--- config.mk ---
export PLATFORM = sky130hd
export DESIGN_NAME = game_session_ctrl
export DESIGN_NICKNAME = d
export VERILOG_FILES = /design/src/rtl/game_session_ctrl.sv
export SDC_FILE = /design/constraint.sdc
export NUM_CORES = 1
export LEC_CHECK = 0
export ABC_AREA = 1
export BUFFER_PORTS_ARGS = -buffer_cell sky130_fd_sc_hd__buf_4
export CAP_MARGIN = 30
export CORE_MARGIN = 1.5
export CORE_UTILIZATION = 45
export CTS_CLUSTER_SIZE = 40
export DETAILED_ROUTE_END_ITERATION = 7
export HOLD_SLACK_MARGIN = 0.1
export PLACE_DENSITY = 0.82
export SLEW_MARGIN = 40
export SYNTH_ARGS = -nofsm -noshare
export SYNTH_HDL_FRONTEND = slang
export SYNTH_SLANG_ARGS = --single-unit
--- constraint.sdc ---
create_clock -name clk -period 2.85 [get_ports clk]
set_clock_uncertainty 0.15 [all_clocks]
set_input_delay 0.4275 -clock clk [delete_from_list [all_inputs] [get_ports clk]]
set_output_delay 0.4275 -clock clk [all_outputs]
set_load 0.1 [all_outputs]
--- src/rtl/game_session_ctrl.sv ---
// Session controller for a split-screen game: round FSM, rating, BCD MM:SS timer and pane mux.
// Define GAME_SESSION_COUNTDOWN_EN to insert a 3-second countdown between REGEN and RUNNING.
module game_session_ctrl #(
    parameter int          NUM_GAMES     = 2,
    parameter int          SCREEN_WIDTH  = 800,
    parameter int          RATING_WIDTH  = 8,
    parameter int          TICKS_PER_SEC = 25000000,
    parameter int unsigned WIN_MASK      = 1
) (
    input  logic                      clk,
    input  logic                      arst_n,
    input  logic                      i_start,
    input  logic                      i_pause,
    input  logic [NUM_GAMES-1:0]      i_win,
    input  logic [NUM_GAMES-1:0]      i_lose,
    input  logic [NUM_GAMES-1:0]      i_ready,
    input  logic [10:0]               i_h_coord,
    input  logic [12*NUM_GAMES-1:0]   i_pane_rgb,
    input  logic [11:0]               i_banner_rgb,
    output logic                      o_regen,
    output logic                      o_running,
    output logic [1:0]                o_image,
    output logic [RATING_WIDTH-1:0]   o_rating,
    output logic [15:0]               o_timer,
    output logic [2*NUM_GAMES-1:0]    o_game_state,
    output logic [11:0]               o_rgb
);

    localparam logic [2:0] S_BANNER  = 3'd0;
    localparam logic [2:0] S_REGEN   = 3'd1;
    localparam logic [2:0] S_RUNNING = 3'd3;
    localparam logic [2:0] S_PAUSED  = 3'd4;
    localparam logic [2:0] S_WON     = 3'd5;
    localparam logic [2:0] S_LOST    = 3'd6;
`ifdef GAME_SESSION_COUNTDOWN_EN
    localparam logic [2:0] S_COUNTDOWN   = 3'd2;
    localparam logic [2:0] S_AFTER_REGEN = S_COUNTDOWN;
`else
    localparam logic [2:0] S_AFTER_REGEN = S_RUNNING;
`endif

    localparam logic [NUM_GAMES-1:0] WIN_MASK_V = WIN_MASK[NUM_GAMES-1:0];
    localparam int                   PW         = (TICKS_PER_SEC > 1) ? $clog2(TICKS_PER_SEC) : 1;
    localparam logic [PW-1:0]        PRESC_MAX  = PW'(TICKS_PER_SEC - 1);

    logic [2:0]               state_q, state_d;
    logic                     start_q;
    logic                     start_edge;
    logic [PW-1:0]            presc_q, presc_d;
    logic [15:0]              timer_q, timer_d;
    logic [RATING_WIDTH-1:0]  rating_q, rating_d;
    logic [2*NUM_GAMES-1:0]   gstate_q, gstate_d;
    logic                     tick;
    logic                     run_entry;

    assign start_edge = i_start & ~start_q;
    assign tick       = (presc_q == PRESC_MAX);

    // Increment MM:SS in BCD; 59:59 rolls over to 00:00.
    function automatic logic [15:0] bcd_inc(input logic [15:0] t);
        logic [15:0] r;
        r = t;
        if (t[3:0] != 4'd9) begin
            r[3:0] = t[3:0] + 4'd1;
        end else begin
            r[3:0] = 4'd0;
            if (t[7:4] != 4'd5) begin
                r[7:4] = t[7:4] + 4'd1;
            end else begin
                r[7:4] = 4'd0;
                if (t[11:8] != 4'd9) begin
                    r[11:8] = t[11:8] + 4'd1;
                end else begin
                    r[11:8] = 4'd0;
                    r[15:12] = (t[15:12] != 4'd5) ? t[15:12] + 4'd1 : 4'd0;
                end
            end
        end
        return r;
    endfunction

    always_comb begin
        state_d = state_q;
        case (state_q)
            S_BANNER, S_WON, S_LOST: begin
                if (start_edge) state_d = S_REGEN;
            end
            S_REGEN: begin
                if (&i_ready) state_d = S_AFTER_REGEN;
            end
`ifdef GAME_SESSION_COUNTDOWN_EN
            S_COUNTDOWN: begin
                if (tick && timer_q == 16'h0001) state_d = S_RUNNING;
            end
`endif
            // Lose outranks win, and both outrank pause.
            S_RUNNING: begin
                if (|i_lose)                   state_d = S_LOST;
                else if (|(i_win & WIN_MASK_V)) state_d = S_WON;
                else if (i_pause)              state_d = S_PAUSED;
            end
            S_PAUSED: begin
                if (!i_pause) state_d = S_RUNNING;
            end
            default: state_d = S_BANNER;
        endcase
    end

`ifdef GAME_SESSION_COUNTDOWN_EN
    assign run_entry = (state_d == S_RUNNING) &&
                       ((state_q == S_REGEN) || (state_q == S_COUNTDOWN));
`else
    assign run_entry = (state_d == S_RUNNING) && (state_q == S_REGEN);
`endif

    always_comb begin
        presc_d  = presc_q;
        timer_d  = timer_q;
        rating_d = rating_q;
        gstate_d = gstate_q;

        if (run_entry) begin
            presc_d = '0;
            timer_d = 16'h0000;
`ifdef GAME_SESSION_COUNTDOWN_EN
        end else if (state_q == S_REGEN && state_d == S_COUNTDOWN) begin
            presc_d = '0;
            timer_d = 16'h0003;
        end else if (state_q == S_COUNTDOWN) begin
            presc_d = tick ? '0 : presc_q + PW'(1);
            if (tick) timer_d = timer_q - 16'h0001;
`endif
        end else if (state_q == S_RUNNING) begin
            // PAUSED leaves the prescaler untouched so a partial second survives a pause.
            presc_d = tick ? '0 : presc_q + PW'(1);
            if (tick) timer_d = bcd_inc(timer_q);
        end

        if (state_q == S_RUNNING && state_d == S_WON) begin
            rating_d = (rating_q == '1) ? rating_q : rating_q + RATING_WIDTH'(1);
            gstate_d = {i_win, i_lose};
        end else if (state_q == S_RUNNING && state_d == S_LOST) begin
            rating_d = '0;
            gstate_d = {{NUM_GAMES{1'b0}}, i_lose};
        end else if (state_q != S_REGEN && state_d == S_REGEN) begin
            gstate_d = '0;
        end
    end

    always_ff @(posedge clk or negedge arst_n) begin
        if (!arst_n) begin
            state_q  <= S_BANNER;
            start_q  <= 1'b0;
            presc_q  <= '0;
            timer_q  <= 16'h0000;
            rating_q <= '0;
            gstate_q <= '0;
        end else begin
            state_q  <= state_d;
            start_q  <= i_start;
            presc_q  <= presc_d;
            timer_q  <= timer_d;
            rating_q <= rating_d;
            gstate_q <= gstate_d;
        end
    end

    assign o_regen      = (state_q == S_REGEN);
    assign o_running    = (state_q == S_RUNNING);
    assign o_rating     = rating_q;
    assign o_timer      = timer_q;
    assign o_game_state = gstate_q;

    always_comb begin
        case (state_q)
            S_WON:    o_image = 2'd1;
            S_LOST:   o_image = 2'd2;
            S_PAUSED: o_image = 2'd3;
            default:  o_image = 2'd0;
        endcase
    end

    // Pane k covers columns where h*NUM_GAMES >= k*SCREEN_WIDTH; the top pane absorbs overscan.
    logic [31:0]          h_scaled;
    logic [NUM_GAMES-1:0] pane_ge;
    logic [11:0]          pane_rgb;

    assign h_scaled = 32'(i_h_coord) * 32'(NUM_GAMES);

    generate
        for (genvar gi = 0; gi < NUM_GAMES; gi++) begin : g_pane_cmp
            assign pane_ge[gi] = (h_scaled >= 32'(gi * SCREEN_WIDTH));
        end
    endgenerate

    always_comb begin
        pane_rgb = i_pane_rgb[11:0];
        for (int k = 0; k < NUM_GAMES; k++) begin
            if (pane_ge[k]) pane_rgb = i_pane_rgb[12*k +: 12];
        end
    end

    assign o_rgb = o_running ? pane_rgb : i_banner_rgb;

endmodule

Word-level counts from Yosys, hierarchy flattened
Index checks and enable logic that the tools add are counted.

operators by class
  $add $sub $neg = 6
  multiply operators = 0
  div/mod/pow operators = 0
  order comparisons = 1
  eq/ne operators = 20
  shifts and indexed selects = 0
  multiplexer cells = 29
  bitwise logic cells = 2
  reductions and logical operators = 17

operator list
  cell                                                                      number
  25-bit two-way mux                                                        3
  16-bit two-way mux                                                        3
  12-bit two-way mux                                                        3
  4-bit two-way mux                                                         8
  8-bit two-way mux                                                         4
  25-bit by 1-bit adder with 25-bit output (second input constant)          1
  25-bit equality test (second input constant)                              1
  3-bit two-way mux                                                         6
  4-bit by 1-bit adder with 4-bit output (second input constant)            4
  3-bit equality test (second input constant)                               5
  12-bit by 10-bit >= comparator with 1-bit output (second input constant)  1
  3-bit case mux with 4 select lines                                        1
  8-bit by 1-bit adder with 8-bit output (second input constant)            1
  8-bit equality test (second input constant)                               1
  2-bit != test (second input constant)                                     4
  4-bit by 3-bit != test with 1-bit output (second input constant)          2
  4-bit != test (second input constant)                                     2
  3-bit by 1-bit equality test with 1-bit output (second input constant)    2
  3-bit by 2-bit equality test with 1-bit output (second input constant)    2
  2-bit case mux with 3 select lines                                        1
  2-bit AND reduction                                                       3
  2-bit nonzero test                                                        3
  5-bit AND reduction                                                       1
  1-bit logical AND                                                         4
  other kinds (9)                                                           9

word-level totals
  register bits = 57
  bits in latches = 0
  bits in writable memories = 0
  bits in read-only memories = 0
  input port bits = 57
  output and inout port bits = 44
  logic and storage cells = 84
  memories = 0

Longest topological paths before layout
Gate-level depths: netlist of the first run.

  word-level depth = 9
  depth in mapped cells = 12
  mapped depth without buffers = 12

Worst setup path after synthesis of the first run
No wires, ideal clock.

  kind = register to output
  from = reg state_q[1]
  to = out o_rgb[10]
  arrival time = 4.144 ns
  data required time = 2.273 ns
  slack = -1.872 ns
  cell stages (with the launch flop) = 8
  path buffers = 3
  cells stage by stage = dfrtp_1 > buf_2 > nand2_1 > nor2_1 > buf_6 > clkbuf_1 > o21ai_0 > o21ai_0

on the way
  cells in the longest elaborated chain, start to end = 2

ends and longest elaborated chain
  element                                         RTL line  text
  start, declared                                 46        logic [2:0] state_q, state_d;
  start signal, assigned                          159       state_q <= state_d;
  3-bit by 2-bit equality test with 1-bit output  169       assign o_running = (state_q == S_RUNNING);
  net o_running                                   21        output logic o_running,
  12-bit two-way mux                              203       assign o_rgb = o_running ? pane_rgb : i_banner_rgb;
  end, declared                                   26        output logic [11:0] o_rgb

The timed path passes the listed nets, and every way through them passes these cells.

Final worst setup path of the first run
  from = reg state_q[1]
  to = out o_rgb[7]

on the way
  cells in the longest elaborated chain, start to end = 2

ends and longest elaborated chain
  element                                         RTL line
  3-bit by 2-bit equality test with 1-bit output  169
  12-bit two-way mux                              203

Every way passes these cells.

==> run_results.csv, run 1 <==
group,metric,value,unit
placed_design,dp_hpwl,7060,um
global_route,grt-ovfl-total,0,
synthesis,ys_ff_latch,57,
drt,routed-via-count,3827,
clocking,clk-insertion-delay-late,0.35,ns
finish,final_util,0.600,
global_route,grt_max_degree,58,
sta,fin_crit_sh,0.912,
critical_path,rrSetupSlack,0.57,ns
drt,drc,0,
global_route,grtUsageTotal,0.223,
synthesis,synth_top_flop_cell,"dfrtp_1",
synthesis,yosysWarnings,0,
floorplan,ios,101,
finish,diodes,0,
clocking,path_clk_slew,0.07,ns
synthesis,ys_async_sr_fraction,1.00,
drt,wl_per_cell,12.7,um
synthesis,netlist_instances,524,
worst_hold_path,hp-class,"in -> reg",
pwr,switching_share,0.555,
critical_path,worst-path-max-fanout,13,
clocking,cts-root-buf,"clkbuf_8",
pwr,p_leak,2.52,nW
sta,tightestPinTransition,0.726,ns
flow_run,maxCapViolCount,0,
clocking,cts_buffers,9,
synthesis,synth_mux_area_frac,0,
clocking,clock-sinks,57,
synthesis,syn_avg_cell_area,7.25,um2
critical_path,crit_family,"buffers and inverters",
critical_path,critPathArrivalTime,2.02,ns
drt,wirelength,9320,um
sta,hold_violations,0,
placed_design,io_buffers,96,
status,outcome,"complete, no violations",
pwr,clkPwrFrac,0.167,
finish,nets,693,
sta,fin_tns_setup,0,ns
drt,first_pass_iters,4,
critical_path,cp.buffers_inverters,2,
pwr,seqPwrFrac,0.265,
global_route,grt_pass1_wl,15800,um
synthesis,yosysUniqueCellTypes,40,
finish,area_growth,29.8,%
critical_path,path_class,"reg -> out",
sta,setup_viol_count_final,0,
sta,rsz0062_at_grt,"false",
floorplan,die-area,9010,um2
sta,maxSlewHeadroom,0.516,
sta,post-route-min-period,2.60,ns
synthesis,synth_edf_count,0,
global_route,antenna_found_initial,0,
pwr,p_total,4.43,mW
pwr,vdd_drop_max,574,uV
synthesis,synth-xor-area-share,0.0507,
drt,routed_via_density,5.20,
critical_path,startpoint_type,"flop",
critical_path,cp_common_cell,"buf_4",
clocking,clockBufferDepth,2,
global_route,grt_pass1_vias,3701,
clocking,cts_tree,"yes",
finish,finalInstanceArea,4930,um2
critical_path,slowest_delay,0.49,ns
sta,drv_slew,0,
synthesis,yosys.area_share.simple,0.380,
critical_path,cp-end-kind,"primary output",
floorplan,initial_utilization,0.463,
pwr,intPower,1.97,mW
pwr,power_frac_comb,0.568,
sta,fmax,0.385,GHz
critical_path,required,2.27,ns
floorplan,die_height,94.9,um
synthesis,synth_fa_ha_area_frac,0.0329,
synthesis,synth_nets,591,
synthesis,synth_compound_area_frac,0.0793,
floorplan,die_w,94.9,um
clocking,post-cts-setup-buffers,0,
sta,timing.hold.ws,0.144,ns
pwr,switchingPower,2.46,mW
clocking,h-tree-depth,3,
synthesis,synth_top_family_by_area,"simple AND/OR/NAND/NOR gates",
pwr,power.density,898,nW/um2
critical_path,path_cells,"nand2_1, nor2_2, buf_4, o21ai_0, o21ai_4, buf_4",
synthesis,ys_seq_area_frac,0.375,
drt,detail-route-antenna-nets,0,
placed_design,gp_congestion,0.890,
finish,layout-drive-gt1-share,0.249,
placed_design,placed_area,4720,um2
drt,drt_iter0_drc,176,
floorplan,row_count,33,
floorplan,core,8220,um2
critical_path,crit_slowest_cell,"dfrtp_1",
synthesis,netlist_area,3800,um2
-- path summary, 6_finish.rpt --
check	start	to	cells after the start
min reg2reg	o_game_state[0]	o_game_state[0]	2
max	state_q[1]	o_rgb[7]	6
min	i_win[1]	o_game_state[3]	3
min in group asynchronous	arst_n	presc_q[20]	2
max in group asynchronous	arst_n	o_timer[7]	2
max reg2reg	state_q[2]	o_timer[7]	9
-- power groups by stage --
stage / Sequential (mW) / Clock, mW / Combinational (mW)
after floorplan: 1.73 / 0 / 1.45
after global placement: 1.18 / 0 / 2.46
after detailed placement: 1.18 / 0 / 2.51
after CTS: 1.17 / 0.756 / 2.52
after global routing: 1.21 / 0.799 / 2.67
final: 1.18 / 0.740 / 2.52
-- sequential cells by signal (all words and copies together), names as in the netlist --
| register | flops |
|---|---|
| o_game_state | 4 |
| presc_q | 25 |
| o_timer | 16 |
| state_q | 3 |
| start_q | 1 |
| o_rating | 8 |
-- placed cells by master (no fill, tap or decap), types with 2 or more instances in the layout --
cell and instances:
o21ai_1 2, nand2_4 3, buf_4 100, dlygate4sd3_1 2, inv_1 59, ha_1 10, nor3_1 12, nor2_2 4
nand4_1 12, nand3_1 51, nand3b_1 3, a31oi_1 2, nor2_4 4, nor2_1 61, clkbuf_1 2, nand2_1 131
dfrtp_1 57, nor3b_1 2, a21oi_1 4, nand3_2 2, clkbuf_8 9, inv_2 2, o22ai_1 6, xor2_1 19
nand2_2 4, nand3_4 2, o21ai_2 5, o21ai_4 8, xnor2_1 3, and3_1 3, o21ai_0 29, clkinv_2 5
or2_2 2
-- metrics by stage --
stage / setup slack (ns) / std cells
floorplan: -0.117 / 524
global placement: 0.462 / 718
detailed placement: 0.420 / 718
CTS: 0.135 / 736
global route: 0.100 / 736
finish: 0.251 / 736
-- repair_timing --
| item | CTS | global route |
|---|---|---|
| endpoints found under the hold margin | 58 | 0 |
| setup endpoints to repair | 0 | 4 |
| gates resized for setup | 0 | 1 |
| hold buffers | 2 | 0 |
-- layer usage --
metal / GRT usage / vias up / wire, um
met5: 0 / - / 0
met4: 0.0759 / 0 / 175
met3: 0.0604 / 18 / 510
met2: 0.394 / 121 / 4690
met1: 0.260 / 1790 / 3940
li1: - / 1898 / -
-- kinds of logic after synthesis --
kind of cell / Yosys count
XOR/XNOR: 22
AO/OA/AOI/OAI: 57
AND/OR/NAND/NOR: 303
flip-flops: 57
buffers and inverters: 75
adder cells (fa/ha/maj): 10
-- tightest hold or removal path, stage by stage --
cell and delay (ns):
buf_4 0.08, nand2_1 0.04, nand2_1 0.05
-- area by class of cell --
cell class	instances	area, um2
multi-input combinational	392	2170
clock inverter	5	56.3
tap	105	131
fill	725	3280
sequential	57	1430
timing repair buffer	102	771
clock buffer	11	131
inverter	64	244
-- Yosys cell counts, types with 4 or more instances --
cell type,number,area [um2]
nand2_1,131,492
nor2_1,63,236
inv_1,59,221
dfrtp_1,57,1430
nand3_1,51,255
o21ai_0,41,205
xor2_1,19,166
nand4_1,12,75.1
nor3_1,12,60.1
ha_1,10,125
o22ai_1,6,37.5
a21oi_1,4,20.0
clkbuf_1,4,15.0
nand2_2,4,25.0
nor2_4,4,45.0
Power figures use the tool's default switching activity.
==> run 2: changes to the inputs <==
--- a/config.mk
+++ b/config.mk
@@ -5,7 +5,6 @@
 export SDC_FILE = /design/constraint.sdc
 export NUM_CORES = 1
 export LEC_CHECK = 0
-export ABC_AREA = 1
 export BUFFER_PORTS_ARGS = -buffer_cell sky130_fd_sc_hd__buf_4
 export CAP_MARGIN = 30
 export CORE_MARGIN = 1.5
@@ -14,6 +13,7 @@
 export DETAILED_ROUTE_END_ITERATION = 7
 export HOLD_SLACK_MARGIN = 0.1
 export PLACE_DENSITY = 0.82
+export SKIP_CTS_REPAIR_TIMING = 1
 export SLEW_MARGIN = 40
 export SYNTH_ARGS = -nofsm -noshare
 export SYNTH_HDL_FRONTEND = slang
==> run_results.csv, run 2 <==
group,metric,value,unit
sta,rsz0062_at_grt,"true",
pwr,p_leak,2.22,nW
critical_path,rrSetupSlack,0.15,ns
synthesis,synth_compound_area_frac,0.189,
status,outcome,"complete, no violations",
clocking,clk-insertion-delay-late,0.34,ns
drt,routed-via-count,3833,
synthesis,synth_mux_area_frac,0.0414,
clocking,path_clk_slew,0.07,ns
critical_path,reg2reg_depth,7,
finish,layout_common_cells,"113 x buf_4, 57 x dfrtp_1, 44 x nand2_1",
sta,drv_slew,0,
critical_path,path_class,"reg -> out",
drt,drc,0,
floorplan,die_w,93.1,um
placed_design,place_inst,620,
synthesis,ys_ff_latch,57,
synthesis,ys_seq_area_frac,0.390,
placed_design,gp_congestion,0.883,
drt,drt_iter0_drc,212,
finish,largest_reg_flops,25,
global_route,grtUsageTotal,0.245,
sta,maxSlewHeadroom,0.477,
finish,final_util,0.620,
finish,finalNonFillerCells,638,
global_route,grt_pass1_vias,3725,
finish,diodes,0,
synthesis,synth_top_family_by_area,"simple AND/OR/NAND/NOR gates",
synthesis,yosysTopAreaCellShare,0.390,
global_route,grt_max_degree,58,
floorplan,die-area,8670,um2
pwr,power.density,940,nW/um2
synthesis,synth_nets,494,
global_route,grt_pass1_wl,16900,um
synthesis,yosys-top-cells-count,"57 x dfrtp_1, 44 x nand2_1, 38 x o21ai_0, 34 x nor2_1, 22 x nand3_1",
sta,setup_viol_count_final,0,
placed_design,dp_hpwl,7460,um
finish,fillers,677,
sta,post-route-min-period,2.83,ns
worst_hold_path,hp-class,"in -> reg",
clocking,h-tree-depth,3,
critical_path,startpoint_type,"flop",
synthesis,synth_fa_ha_area_frac,0.0342,
floorplan,row_count,32,
synthesis,synth-xor-area-share,0.0287,
clocking,clock-sinks,57,
critical_path,rr_startpoint,"presc_q[0]",
flow_run,maxCapViolCount,0,
synthesis,ys_async_sr_fraction,1.00,
floorplan,initial_utilization,0.468,
synthesis,yosysWarnings,0,
sta,tightestPinTransition,0.779,ns
finish,final_common_cell,"buf_4",
clocking,cts_tree,"yes",
floorplan,core,7810,um2
synthesis,yosys.area_share.simple,0.276,
synthesis,netlist_instances,427,
pwr,p_total,4.55,mW
drt,routed_via_density,6.01,
critical_path,path_cells,"inv_1, nand3_1, clkinv_1, buf_4, buf_4",
drt,first_pass_iters,5,
synthesis,synth_edf_count,0,
sta,fin_tns_setup,0,ns
sta,fin_crit_sh,0.994,
worst_hold_path,worstHoldStart,"i_win[1]",
synthesis,netlist_area,3660,um2
critical_path,reg2reg_to,"o_timer[13]",
drt,wl_per_cell,16.0,um
global_route,antenna_found_initial,0,
critical_path,critPathArrivalTime,2.26,ns
finish,top_register,"presc_q",
finish,area_growth,32.3,%
sta,fmax,0.353,GHz
drt,wirelength,10200,um
finish,layout-drive-gt1-share,0.274,
worst_hold_path,min_to,"o_game_state[3]",
critical_path,slowest_delay,0.48,ns
critical_path,cp-end-kind,"primary output",
synthesis,yosysUniqueCellTypes,61,
sta,hold_violations,0,
synthesis,synthTopCellsByArea,"dfrtp_1 39%, o21ai_0 5.2%, nand2_1 4.5%, mux2i_1 3.8%, nor2_1 3.5%",
clocking,clockBufferDepth,2,
floorplan,ios,101,
floorplan,die_height,93.1,um
synthesis,synth_top_cell_by_area,"dfrtp_1",
clocking,cts-root-buf,"clkbuf_8",
drt,detail-route-antenna-nets,0,
synthesis,syn_avg_cell_area,8.56,um2
clocking,cts_buffers,9,
pwr,vdd_drop_max,772,uV
critical_path,cp_common_cell,"buf_4",
global_route,grt-ovfl-total,0,
critical_path,required,2.27,ns
placed_design,io_buffers,96,
synthesis,synth_most_common_cell,"dfrtp_1",
critical_path,worst-path-max-fanout,14,
synthesis,synth_top_flop_cell,"dfrtp_1",
finish,nets,598,
critical_path,crit_slowest_cell,"dfrtp_1",
worst_hold_path,holdPathStages,2,
==> run 2: through the flow <==
stage	area (um2)	hold slack, ns	setup slack [ns]
after detailed placement	4590	0.318	0.199
final	4840	0.160	0.0160
after CTS	4820	0.0231	0.0407
after global placement	4590	0.314	0.278
after global routing	4840	0.167	-0.0914
after floorplan	3700	-0.0181	-0.0944
==> run 2: where the power goes <==
group,internal [mW],total [mW],switching [mW]
logic,0.606,2.40,1.80
registers,1.00,1.27,0.265
clock network,0.537,0.881,0.345
total,2.14,4.55,2.41
==> run 2: cell type report <==
type	count	area, um2	share of cell area
clock inverters	5	77.6	0.0160
well taps	102	128	0.0264
repair buffers	115	868	0.179
inverters	15	56.3	0.0116
flip-flops and latches	57	1430	0.295
multi-input cells	333	2130	0.440
clock buffers	11	151	0.0313
==> run 2: logic make-up (layout without fill, tap and decap cells) <==
logic type / after synthesis / count (layout)
xor gates and xnor gates: 12 / 12
adders and majority gates: 10 / 10
and+or+nand+nor: 192 / 192
AOI/OAI and AO/OA: 104 / 104
DFF: 57 / 57
buffers and inverters: 37 / 146
muxes: 15 / 15
==> run 2: how the worst max path moves through the flow <==
stage | start | end | slack [ns] | cells after the start
2_1_floorplan | i_h_coord[5] | o_rgb[0] | -0.09 | 4
3_3_place_gp | presc_q[0] | o_timer[5] | 0.28 | 7
3_5_place_dp | presc_q[0] | o_timer[13] | 0.20 | 7
4_1_cts | state_q[2] | o_running | 0.04 | 5
5_1_grt | state_q[2] | o_running | -0.09 | 5
6_report | state_q[2] | o_running | 0.02 | 5
==> run 2: layer usage <==
| metal | vias to the layer above | GRT usage | part of all wire |
|---|---|---|---|
| met4 | 0 | 0.117 | 0.021 |
| met1 | 1832 | 0.299 | 0.41 |
| met3 | 23 | 0.0431 | 0.067 |
| met5 | - | 0 | 0 |
| li1 | 1806 | - | - |
| met2 | 172 | 0.416 | 0.50 |
==> run 2: worst max-delay path, delay by kind of cell, from the launching register on <==
family / cells / cell delay, ns
DFF: 1 / 0.48
and+or+nand+nor: 1 / 0.26
buffers and inverters: 4 / 1.17
